$ cat src/rtl/key_gen_pkg.sv
// Shared types for the search key generator: key sequence modes and FSM states.
package key_gen_pkg;

  typedef enum logic [1:0] {
    MODE_INC   = 2'd0,
    MODE_DEC   = 2'd1,
    MODE_LFSR  = 2'd2,
    MODE_CONST = 2'd3
  } mode_e;

  typedef enum logic [1:0] {
    ST_IDLE  = 2'd0,
    ST_ISSUE = 2'd1,
    ST_PAUSE = 2'd2
  } state_e;

endpackage

$ cat src/rtl/key_step.sv
// Combinational next-key function: increment, decrement, Galois LFSR shift or hold.
module key_step
  import key_gen_pkg::*;
#(
  parameter int                      C_RULE_WIDTH = 24,
  parameter logic [C_RULE_WIDTH-1:0] C_LFSR_POLY  = C_RULE_WIDTH'(24'hE10000)
)(
  input  logic [C_RULE_WIDTH-1:0] key,
  input  mode_e                   mode,
  output logic [C_RULE_WIDTH-1:0] next_key
);

  always_comb begin
    next_key = key;
    case (mode)
      MODE_INC:   next_key = key + C_RULE_WIDTH'(1);
      MODE_DEC:   next_key = key - C_RULE_WIDTH'(1);
      // Left-shifting Galois form: the bit falling off the top folds the taps back in.
      MODE_LFSR:  next_key = {key[C_RULE_WIDTH-2:0], 1'b0}
                             ^ (key[C_RULE_WIDTH-1] ? C_LFSR_POLY : '0);
      MODE_CONST: next_key = key;
      default:    next_key = key;
    endcase
  end

endmodule

$ cat src/rtl/search_key_gen.sv
// Search key generator: issues keys in bursts separated by idle gaps and
// counts issued keys plus hit/miss results returned by the search engine.
module search_key_gen
  import key_gen_pkg::*;
#(
  parameter int                      C_RULE_WIDTH = 24,
  parameter int                      C_NUM_GEN    = 1,
  parameter int                      C_PAUSE      = 16,
  parameter int                      C_CNT_WIDTH  = 16,
  parameter logic [C_RULE_WIDTH-1:0] C_LFSR_POLY  = C_RULE_WIDTH'(24'hE10000)
)(
  input  logic                    clk_i,
  input  logic                    rstn_i,
  input  logic                    strb_start_i,
  input  logic                    strb_stop_i,
  input  logic [1:0]              mode_i,
  input  logic [C_RULE_WIDTH-1:0] seed_i,
  input  logic [C_CNT_WIDTH-1:0]  max_keys_i,
  input  logic                    hit_vd_i,
  input  logic                    hit_i,
  output logic                    search_o,
  output logic [C_RULE_WIDTH-1:0] key_o,
  output logic                    busy_o,
  output logic                    done_o,
  output logic [C_CNT_WIDTH-1:0]  key_cnt_o,
  output logic [C_CNT_WIDTH-1:0]  hit_cnt_o,
  output logic [C_CNT_WIDTH-1:0]  miss_cnt_o
);

  localparam int GW = (C_NUM_GEN > 1) ? $clog2(C_NUM_GEN) : 1;
  localparam int PW = (C_PAUSE > 1) ? $clog2(C_PAUSE) : 1;
  localparam logic [GW-1:0] GEN_LAST   = GW'(C_NUM_GEN - 1);
  localparam logic [PW-1:0] PAUSE_LAST = PW'((C_PAUSE > 0) ? C_PAUSE - 1 : 0);
  localparam logic [C_CNT_WIDTH-1:0] CNT_MAX = '1;

  state_e                  state, state_d;
  mode_e                   mode_q;
  logic [C_RULE_WIDTH-1:0] key_q, next_key, seed_eff;
  logic [C_CNT_WIDTH-1:0]  max_q, key_cnt, hit_cnt, miss_cnt;
  logic [GW-1:0]           gen_cnt;
  logic [PW-1:0]           pause_cnt;
  logic                    done_q;
  logic                    load, advance, run_done, last_key;

  key_step #(
    .C_RULE_WIDTH (C_RULE_WIDTH),
    .C_LFSR_POLY  (C_LFSR_POLY)
  ) u_key_step (
    .key      (key_q),
    .mode     (mode_q),
    .next_key (next_key)
  );

  // An all-zero LFSR state would lock up, so a zero seed starts at 1 instead.
  assign seed_eff = (mode_e'(mode_i) == MODE_LFSR && seed_i == '0)
                    ? C_RULE_WIDTH'(1) : seed_i;

  always_comb begin
    state_d  = state;
    load     = 1'b0;
    advance  = 1'b0;
    run_done = 1'b0;
    last_key = (max_q != '0) && (key_cnt == max_q - C_CNT_WIDTH'(1));
    case (state)
      ST_IDLE: begin
        if (strb_start_i && !strb_stop_i) begin
          state_d = ST_ISSUE;
          load    = 1'b1;
        end
      end
      ST_ISSUE: begin
        if (strb_stop_i) begin
          state_d = ST_IDLE;
        end else if (last_key) begin
          state_d  = ST_IDLE;
          run_done = 1'b1;
        end else if (gen_cnt == GEN_LAST && C_PAUSE != 0) begin
          state_d = ST_PAUSE;
        end else begin
          advance = 1'b1;
        end
      end
      ST_PAUSE: begin
        if (strb_stop_i) begin
          state_d = ST_IDLE;
        end else if (pause_cnt == PAUSE_LAST) begin
          state_d = ST_ISSUE;
          advance = 1'b1;
        end
      end
      default: state_d = ST_IDLE;
    endcase
  end

  // The key only steps when another key follows, so key_o keeps the last issued key.
  always_ff @(posedge clk_i or negedge rstn_i) begin
    if (!rstn_i) begin
      state     <= ST_IDLE;
      mode_q    <= MODE_INC;
      key_q     <= '0;
      max_q     <= '0;
      gen_cnt   <= '0;
      pause_cnt <= '0;
      done_q    <= 1'b0;
      key_cnt   <= '0;
      hit_cnt   <= '0;
      miss_cnt  <= '0;
    end else begin
      state  <= state_d;
      done_q <= run_done;

      if (load) begin
        mode_q  <= mode_e'(mode_i);
        key_q   <= seed_eff;
        max_q   <= max_keys_i;
        gen_cnt <= '0;
      end else if (advance) begin
        key_q <= next_key;
      end

      if (state == ST_ISSUE) begin
        gen_cnt <= (gen_cnt == GEN_LAST) ? '0 : gen_cnt + GW'(1);
      end

      if (state == ST_PAUSE) begin
        pause_cnt <= pause_cnt + PW'(1);
      end else begin
        pause_cnt <= '0;
      end

      if (load) begin
        key_cnt <= '0;
      end else if (state == ST_ISSUE && key_cnt != CNT_MAX) begin
        key_cnt <= key_cnt + C_CNT_WIDTH'(1);
      end

      if (load) begin
        hit_cnt  <= '0;
        miss_cnt <= '0;
      end else if (hit_vd_i) begin
        if (hit_i && hit_cnt != CNT_MAX) begin
          hit_cnt <= hit_cnt + C_CNT_WIDTH'(1);
        end
        if (!hit_i && miss_cnt != CNT_MAX) begin
          miss_cnt <= miss_cnt + C_CNT_WIDTH'(1);
        end
      end
    end
  end

  assign search_o   = (state == ST_ISSUE);
  assign busy_o     = (state != ST_IDLE);
  assign done_o     = done_q;
  assign key_o      = key_q;
  assign key_cnt_o  = key_cnt;
  assign hit_cnt_o  = hit_cnt;
  assign miss_cnt_o = miss_cnt;

endmodule

$ cat config.mk
export PLATFORM = sky130hd
export DESIGN_NAME = search_key_gen
export DESIGN_NICKNAME = d
export VERILOG_FILES = /design/src/rtl/key_gen_pkg.sv /design/src/rtl/key_step.sv /design/src/rtl/search_key_gen.sv
export SDC_FILE = /design/constraint.sdc
export NUM_CORES = 1
export LEC_CHECK = 0
export ABC_AREA = 0
export BUFFER_PORTS_ARGS = -buffer_cell sky130_fd_sc_hd__clkbuf_2
export CAP_MARGIN = 20
export CELL_PAD_IN_SITES_DETAIL_PLACEMENT = 1
export CELL_PAD_IN_SITES_GLOBAL_PLACEMENT = 2
export CORE_AREA = 4 4 156 143
export CTS_BUF_LIST = sky130_fd_sc_hd__clkbuf_8 sky130_fd_sc_hd__clkbuf_16
export DETAILED_ROUTE_END_ITERATION = 10
export DIE_AREA = 0 0 160 147
export GPL_TIMING_DRIVEN = 0
export PLACE_DENSITY_LB_ADDON = 0.1
export SKIP_LAST_GASP = 1
export SYNTH_ARGS = -nofsm -noshare
export SYNTH_HDL_FRONTEND = slang
export SYNTH_HIERARCHICAL = 1
export SYNTH_SLANG_ARGS = --single-unit
$ cat constraint.sdc
create_clock -name clk_i -period 5.95 [get_ports clk_i]
set_input_delay 0 -clock clk_i [delete_from_list [all_inputs] [get_ports clk_i]]
set_output_delay 0 -clock clk_i [all_outputs]
set_load 0.02 [all_outputs]
After elaboration in Yosys (flattened, before gate mapping)
Cells that the tools add are included.

Register bits: 98. Latch bits: 0. RAM bits: 0. ROM bits: 0. Input bits: 48. Output and inout port bits: 75. Word-level logic and storage cells: 92. Memories kept: 0.

Add/subtract/negate cells: 8. Multipliers: 0. Div/mod/pow operators: 0. Order comparisons: 0. Equal/unequal tests: 15. Shifts and indexed selects: 0. Multiplexer cells: 35. Bitwise operators: 1. Reduce and logical (&&, ||, !) cells: 23.

Operator list (number): $mux W16 (8); $mux W24 (4); $pmux W24 S3 (1); $add A16 B1 Y16 const B (3); $ne A16 B16 Y1 const B (3); $add A24 B1 Y24 const B (1); $logic_not A24 Y1 (1); $sub A24 B1 Y24 const B (1); $xor A24 B24 Y24 (1); $eq A16 B16 Y1 (1); $reduce_bool A16 Y1 (1); $sub A16 B1 Y16 const B (1); $reduce_bool A2 Y1 (7); $mux W1 (13); $mux W2 (6); $eq A2 B2 Y1 const B (4); $logic_and A1 B1 Y1 (6); $pmux W2 S3 (1); $reduce_and A2 Y1 (3); $add A4 B1 Y4 const B (1); $eq A2 B1 Y1 const B (2); $eq A4 B4 Y1 const B (1); $logic_not A2 Y1 (2); $mux W4 (1); 7 further kinds (9).

Depth between registers and ports, before layout
Gate-level depths: netlist of run 1.

Depth in word-level cells: 8. Depth in mapped cells: 15. Gate-level depth less buffers: 12.

Modules after synthesis
Netlist of run 1, hierarchy kept.

By module, submodules not included: search_key_gen (times used 1, cells an instance 565, area an instance 5246.3 µm², seq. area each 2427.3 µm²); key_step (times used 1, cells an instance 348, area an instance 2087.0 µm², seq. area each 0.0 µm²).

Least setup slack after synthesis of run 1
Ideal clock, no wire load.

Path kind: register to register. Start: reg mode_q[1]. End: reg key_q[22], in the netlist key_o[22]. Setup time: 0.134 ns. Data arrival time: 3.115 ns. Required time: 5.816 ns. Setup slack: 2.701 ns. Stages on the path, launching flop included: 16. Path buffers: 3. Clock period less this slack: 3.249 ns. Cell sequence: dfrtp_1 > buf_6 > nand2b_1 > buf_4 > buf_2 > xnor2_1 > ha_1 > or3_1 > o21ai_1 > a22oi_1 > a21oi_2 > and4b_1 > a221oi_1 > o211ai_1 > mux2i_1 > o21ai_0.

Word-level cells in the longest chain between the ends: 4. Elaborated cells on any way between the ends: 9. Those cells by class: eq/ne: 4; mux: 3; reduce/logical: 2.

Ends and longest elaborated chain: from (decl) (RTL line search_key_gen.sv:37) `mode_e mode_q;`; from (signal assigned) (RTL line search_key_gen.sv:113) `mode_q <= mode_e'(mode_i);`; $eq A2 B2 Y1, or another cell as far along (RTL line key_step.sv:15) `case (mode)`; $pmux W24 S3 (*) (RTL line key_step.sv:15); named net next_key[22] (RTL line search_key_gen.sv:38) `logic [C_RULE_WIDTH-1:0] key_q, next_key, seed_eff;`; $mux W24 (*) (RTL line search_key_gen.sv:117) `end else if (advance) begin`; $mux W24 (*) (RTL line search_key_gen.sv:112) `if (load) begin`; to (signal assigned) (RTL line search_key_gen.sv:118) `key_q <= next_key;`; to (decl) (RTL line search_key_gen.sv:38).

Mark *: on every way through the listed nets, which the timed path passes. The rest lies on a longest branch. The select of a mux whose other input is x is not followed. A chain may end at the register's enable or synchronous reset.

Worst setup path after layout of run 1
Ends and elaborated chain as after synthesis.

==> results of run 1 <==
-- registers in the layout, summed over array words and instances (netlist names) --
register and count:
mode_q 2, max_q 16, key_o 24, key_cnt_o 16, hit_cnt_o 16, pause_cnt 4, miss_cnt_o 16, done_o 1
state 2
-- kinds of logic (layout without fill, tap and decap cells) --
| kind of cell | count (synthesis) | in the layout |
|---|---|---|
| xor gates and xnor gates | 74 | 74 |
| AOI/OAI and AO/OA | 192 | 192 |
| buffers and inverters | 81 | 263 |
| DFF | 97 | 97 |
| muxes | 43 | 43 |
| adders and majority gates | 11 | 11 |
| and+or+nand+nor | 415 | 415 |
-- synthesized netlist by cell type, drive strengths merged, types with 3 or more instances --
library cell,number,area share (%)
nand2,118,6.0
nor2,104,5.3
dfrtp,97,33
o21ai,66,4.5
clkbuf,46,2.4
xnor2,43,5.1
a21oi,41,2.9
mux2i,39,5.3
xor2,31,3.7
nor3,30,2.1
nand3,29,2.0
and3,21,1.8
inv,18,0.92
nand4,18,1.5
nor4,17,1.7
buf,16,1.4
or3,16,1.4
a31oi,14,1.2
ha,11,1.9
nand2b,11,0.94
a22oi,9,0.99
and4,8,0.96
nor2b,8,0.78
and2,7,0.60
a211oi,6,0.75
a32oi,6,0.72
o211ai,6,0.61
o31ai,6,0.80
nor3b,5,0.58
nor4b,5,0.68
or4,5,0.51
nand3b,4,0.41
or2,4,0.34
a221oi,3,0.36
a2bb2oi,3,0.36
mux2,3,0.46
o21bai,3,0.31
o22ai,3,0.26
-- cell type report --
cell class | count | area share [%]
Timing Repair Buffer | 166 | 11.8
Inverter | 19 | 0.791
Clock buffer | 10 | 2.65
Sequential cell | 97 | 26.9
Multi-Input combinational cell | 735 | 50.6
Tap cell | 260 | 3.61
Clock inverter | 6 | 0.625
Buffer | 62 | 3.03
-- critical path: stages (launching register included) --
cell      delay (ns)
dfrtp_1         0.43
buf_6           0.18
nand2b_1        0.41
buf_4           0.29
buf_2           0.28
xnor2_1         0.10
ha_1            0.31
or3_1           0.37
o21ai_1         0.20
a22oi_1         0.18
a21oi_2         0.54
and4b_1         0.26
a221oi_1        0.21
o211ai_1        0.14
mux2i_1         0.15
o21ai_0         0.08
-- final timing paths --
kind / startpoint / endpoint / slack [ns] / cells past startpoint
max in group asynchronous: rstn_i / max_q[13] / 5.08 / 2
max: mode_q[1] / key_o[22] / 1.65 / 15
max reg2reg: mode_q[1] / key_o[22] / 1.65 / 15
min in group asynchronous: rstn_i / key_o[19] / 0.28 / 2
min reg2reg: pause_cnt[0] / pause_cnt[0] / 0.47 / 1
min: hit_i / hit_cnt_o[2] / 0.02 / 3
-- placed cells by master, fill, tap and decap left out, types with 21 or more instances in the layout --
master         Yosys  layout
clkbuf_2           0     121
nand2_1          118     118
nor2_1           104     104
dfrtp_1           97      97
o21ai_0           52      52
clkbuf_1          46      46
dlygate4sd3_1      0      44
xnor2_1           43      43
a21oi_1           39      39
mux2i_1           39      39
xor2_1            31      31
nand3_1           29      29
nor3_1            29      29
and3_1            21      21
-- through the flow --
step,worst slack (ns),instances
floorplan,2.70,913
global placement,1.68,1295
detailed placement,1.70,1295
CTS,1.67,1355
global route,1.46,1355
finish,1.65,1355
-- per-layer routing --
layer,vias up,GRT usage [%],share of wire [%]
li1,3627,-,-
met1,3789,31.6,46
met2,160,41.0,49
met3,26,3.14,3.2
met4,0,5.51,1.6
met5,-,0,0
-- power groups by stage --
stage	Combinational (µW)	Clock (µW)	Sequential, µW
floorplan	1580	0	1170
detailed placement	2430	0	1110
CTS	2460	624	1100
global route	2720	653	1140
finish	2480	603	1100
global placement	2410	0	1110
-- timing repair --
| item | in CTS | in global routing |
|---|---|---|
| hold buffers | 44 | 0 |
| setup buffers | 0 | 0 |
| endpoints found under the hold margin | 140 | 0 |
| endpoints found under the setup margin | 0 | 0 |
==> results_dict.tcl, run 1 <==
set metrics [dict create \
    status "finished clean" \
    dp_hpwl_mm 20.1 \
    drcViolationCount 0 \
    die_area_mm2 0.0235 \
    finalHoldViolCount 0 \
    cts_num_sinks 97 \
    io_pins 123 \
    antenna_found_initial 0 \
    track_usage_pct 23.7 \
    core-area_mm2 0.0206 \
    rsz0062_at_grt "no" \
    synth_xor_area_share_pct 8.84 \
    clk_pin_slew_worst_paths_ns 0.08 \
    setup_viol_count_final 0 \
    required_ns 6.17 \
    syn-instance-count 913 \
    final_area_mm2 0.00901 \
    syn_nets 972 \
    fillers 2570 \
    fmax_mhz 233 \
    cts-buffers-inserted 9 \
    gp_congestion 0.872 \
    muxShareOfSynthArea_pct 6.09 \
    hold_class "in2reg" \
    sw_frac_of_total_pct 51.6 \
    drtPass1Iterations 5 \
    regArea_mm2 0.00243 \
    maxCapViolations 0 \
    fp.dieW_um 160 \
    routedWlPerCell_um 20.5 \
    p_int_uw 2030 \
    leakage_uw 0.00382 \
    setup-tns-final_ns 0 \
    fin_worst_skew_ns 0.0137 \
    arrival_ns 4.52 \
    clockPowerShare_pct 14.4 \
    finalCriticalPeriod_ns 4.30 \
    p_per_area_mw_per_mm2 464 \
    num_vias 7602 \
    async_reset_ff_share_pct 100 \
    cts_tree "built" \
    layout.nets 1149 \
    cts_root_buf "clkbuf_16" \
    end_kind "register" \
    synthAdderAreaFrac_pct 1.88 \
    multi_input_area_mm2 0.00456 \
    port_buffers 122 \
    final.period_utilization_pct 72.3 \
    synth_edf_count 0 \
    grt-ovfl-total 0 \
    ir_drop_mv 0.209 \
    syn_area_mm2 0.00733 \
    synth_top_family_by_area "simple AND/OR/NAND/NOR gates" \
    hold_slack_ns 0.0184 \
    layout.core_utilization_pct 43.7 \
    critPathLaunchType "register" \
    synth.avg_cell_area_um2 8.03 \
    area_growth_pct 22.9 \
    synth_ff_type "dfrtp_1" \
    synth_compound_area_share_pct 17.0 \
    pwr-share-seq_pct 26.3 \
    cts_buffer_depth 2 \
    critPathMaxFanout 10 \
    yosys_warnings 6 \
    p_switching_uw 2160 \
    synth_seq_area_share_pct 33.1 \
    power_frac_comb_pct 59.3 \
    layout-drive-gt1-share_pct 15.5 \
    grt_pass1_vias 8000 \
    viasPerCell 5.61 \
    maxSlewHeadroom_pct 36.2 \
    worst_pin_slew_ns 0.953 \
    grt_max_degree 98 \
    synth-seq-cells 97 \
    drtAntennaViolNets 0 \
    clk_latency_ns 0.36 \
    diodes 0 \
    rows 50 \
    cts_resized 0 \
    grt_pass1_wl_mm 45.1 \
    synth-simple-area-share_pct 28.4 \
    htree_levels 3 \
    die_y_um 147 \
    drtIter0Drc 404 \
    dpl_cell_area_mm2 0.00828 \
    finalWirelength_mm 27.8 \
    path_class "reg2reg" \
    start_util_pct 35.5 \
    timing.final.max_slew_violations 0 \
    synthDistinctLibCells 80 \
    fin_total_pwr_uw 4180 \
]
(Power assumes the default switching activity.)
==> run 2, diff against run 1 <==
--- a/config.mk
+++ b/config.mk
@@ -10,10 +10,10 @@
 export CAP_MARGIN = 20
 export CELL_PAD_IN_SITES_DETAIL_PLACEMENT = 1
 export CELL_PAD_IN_SITES_GLOBAL_PLACEMENT = 2
-export CORE_AREA = 4 4 156 143
+export CORE_AREA = 4 4 170 156
 export CTS_BUF_LIST = sky130_fd_sc_hd__clkbuf_8 sky130_fd_sc_hd__clkbuf_16
 export DETAILED_ROUTE_END_ITERATION = 10
-export DIE_AREA = 0 0 160 147
+export DIE_AREA = 0 0 174 160
 export GPL_TIMING_DRIVEN = 0
 export PLACE_DENSITY_LB_ADDON = 0.1
 export SKIP_LAST_GASP = 1
==> constraint.sdc (replaced) <==
create_clock -name clk_i -period 3.6 [get_ports clk_i]
set_input_delay 0 -clock clk_i [delete_from_list [all_inputs] [get_ports clk_i]]
set_output_delay 0 -clock clk_i [all_outputs]
set_load 0.02 [all_outputs]
==> results_dict.tcl, run 2 (synthesis gave the netlist of run 1 again) <==
set metrics [dict create \
    status "finished clean" \
    maxSlewHeadroom_pct 42.4 \
    grt_pass1_wl_mm 47.1 \
    port_buffers 122 \
    critPathLaunchType "register" \
    ir_drop_mv 0.245 \
    pwr-share-seq_pct 26.1 \
    power_frac_comb_pct 59.4 \
    ff2ff_setup_slack_ns 0.26 \
    clk_latency_ns 0.37 \
    cts_num_sinks 97 \
    hold_class "in2reg" \
    routedWlPerCell_um 20.6 \
    clk_pin_slew_worst_paths_ns 0.08 \
    r2r_cells 13 \
    final_area_mm2 0.00914 \
    final_cell_mix "121 x clkbuf_2, 118 x nand2_1, 104 x nor2_1" \
    p_per_area_mw_per_mm2 769 \
    num_vias 7573 \
    cts_root_buf "clkbuf_16" \
    end_kind "register" \
    largest_reg_flops 24 \
    critPathMaxFanout 17 \
    p_switching_uw 3650 \
    required_ns 3.83 \
    area_growth_pct 24.6 \
    antenna_found_initial 3 \
    path_cells "buf_6, nand2b_4, buf_4, xnor2_1, ha_2, and4_1, o21ai_2, a22oi_2, a21oi_4, or4_1, and4_1, mux2i_1, o21ai_0" \
    arrival_ns 3.57 \
    track_usage_pct 21.1 \
    crit_path_frequent_cell "and4_1" \
    finalWirelength_mm 29.0 \
    core-area_mm2 0.0248 \
    timing.final.max_slew_violations 0 \
    drtAntennaViolNets 0 \
    fillers 3084 \
    sw_frac_of_total_pct 51.9 \
    path_class "reg2reg" \
    cp-endpoint "key_o[18]" \
    worstHoldPathCells 3 \
    drcViolationCount 0 \
    htree_levels 3 \
    cts_tree "built" \
    maxCapViolations 0 \
    regToRegEndpoint "key_o[18]" \
    layout-drive-gt1-share_pct 16.4 \
    grt-ovfl-total 0 \
    layout.nets 1151 \
    setup_viol_count_final 0 \
    cts_buffer_depth 2 \
    io_pins 123 \
    rows 55 \
    fmax_mhz 299 \
    gp_congestion 0.811 \
    fp.dieW_um 174 \
    viasPerCell 5.37 \
    die_area_mm2 0.0278 \
    finalHoldViolCount 0 \
    drtPass1Iterations 5 \
    crit_start "mode_q[1]" \
    cts-buffers-inserted 9 \
    fin_worst_skew_ns 0.0167 \
    leakage_uw 0.00385 \
    layout_commonest_cell "clkbuf_2" \
    grt_max_degree 98 \
    finalCriticalPeriod_ns 3.34 \
    setup-tns-final_ns 0 \
    grt_pass1_vias 8085 \
    p_int_uw 3380 \
    dp_hpwl_mm 21.2 \
    final.period_utilization_pct 92.8 \
    max_stage_delay_ns 0.48 \
    clockPowerShare_pct 14.4 \
    rr_startpoint "mode_q[1]" \
    worst_pin_slew_ns 0.860 \
    dpl_cell_area_mm2 0.00834 \
    start_util_pct 29.6 \
    drtIter0Drc 387 \
    die_y_um 160 \
    rsz0062_at_grt "no" \
    cp_slowest_cell "or4_1" \
]
-- run 2: how the worst min path moves through the flow --
stage / start / endpoint
floorplan: rstn_i / done_o
global placement: max_keys_i[8] / max_q[8]
detailed placement: rstn_i / hit_cnt_o[6]
CTS: seed_i[12] / key_o[12]
global route: hit_vd_i / hit_cnt_o[2]
finish: seed_i[12] / key_o[12]
-- run 2: power groups by stage --
stage / registers, µW / clock network (µW) / logic, µW
2_1_floorplan: 1930 / 0 / 2610
3_3_place_gp: 1860 / 0 / 4060
3_5_place_dp: 1860 / 0 / 4070
4_1_cts: 1840 / 1050 / 4200
5_1_grt: 1900 / 1100 / 4640
6_report: 1840 / 1010 / 4180
-- run 2: metrics by stage --
step                      cells  hold slack [ns]  worst slack [ns]  utilization [%]  power (µW)
after global routing       1411           0.0504            0.0539             36.9        7640
after global placement     1348            0.195            -0.754             33.6        5910
after floorplan             913           -0.296             0.351                -        4540
after detailed placement   1348            0.180            -0.751             33.7        5930
after CTS                  1411          0.00612            0.0479             36.9        7090
final                      1411           0.0222             0.259             36.9        7030
-- run 2: cell type report --
cell class | count | area [µm²] | area share [%]
clock inverter | 7 | 70.1 | 0.767
buffer | 61 | 268 | 2.93
antenna | 1 | 2.50 | 0.0274
multi-input combinational | 735 | 4600 | 50.4
inverter | 19 | 71.3 | 0.780
timing repair buffer | 169 | 1080 | 11.8
tap | 313 | 392 | 4.29
clock buffer | 9 | 225 | 2.46
sequential | 97 | 2430 | 26.6
-- run 2: routing by layer --
layer  GRT usage, %  share of wire, %  vias up
li1               -                 -     3625
met1           27.5                45     3773
met2           36.8                50      136
met3           3.12               3.2       35
met4           5.33               1.8        4
met5              0              0.10        -
-- run 2: critical path: cells and delay by family (launching register included) --
kind	cells	cell delay [ns]
compound gates	4	0.68
xor+xnor	1	0.16
fa+ha+maj	1	0.27
buf+inv	2	0.39
flops	1	0.39
mux	1	0.16
simple gates	4	1.13
-- run 2: what timing repair did --
item / CTS / global route
hold buffers: 43 / 0
setup buffers: 4 / 0
hold endpoints to repair: 139 / 0
pin swaps: 2 / 2
resized for setup: 8 / 2
setup endpoints to repair: 8 / 6
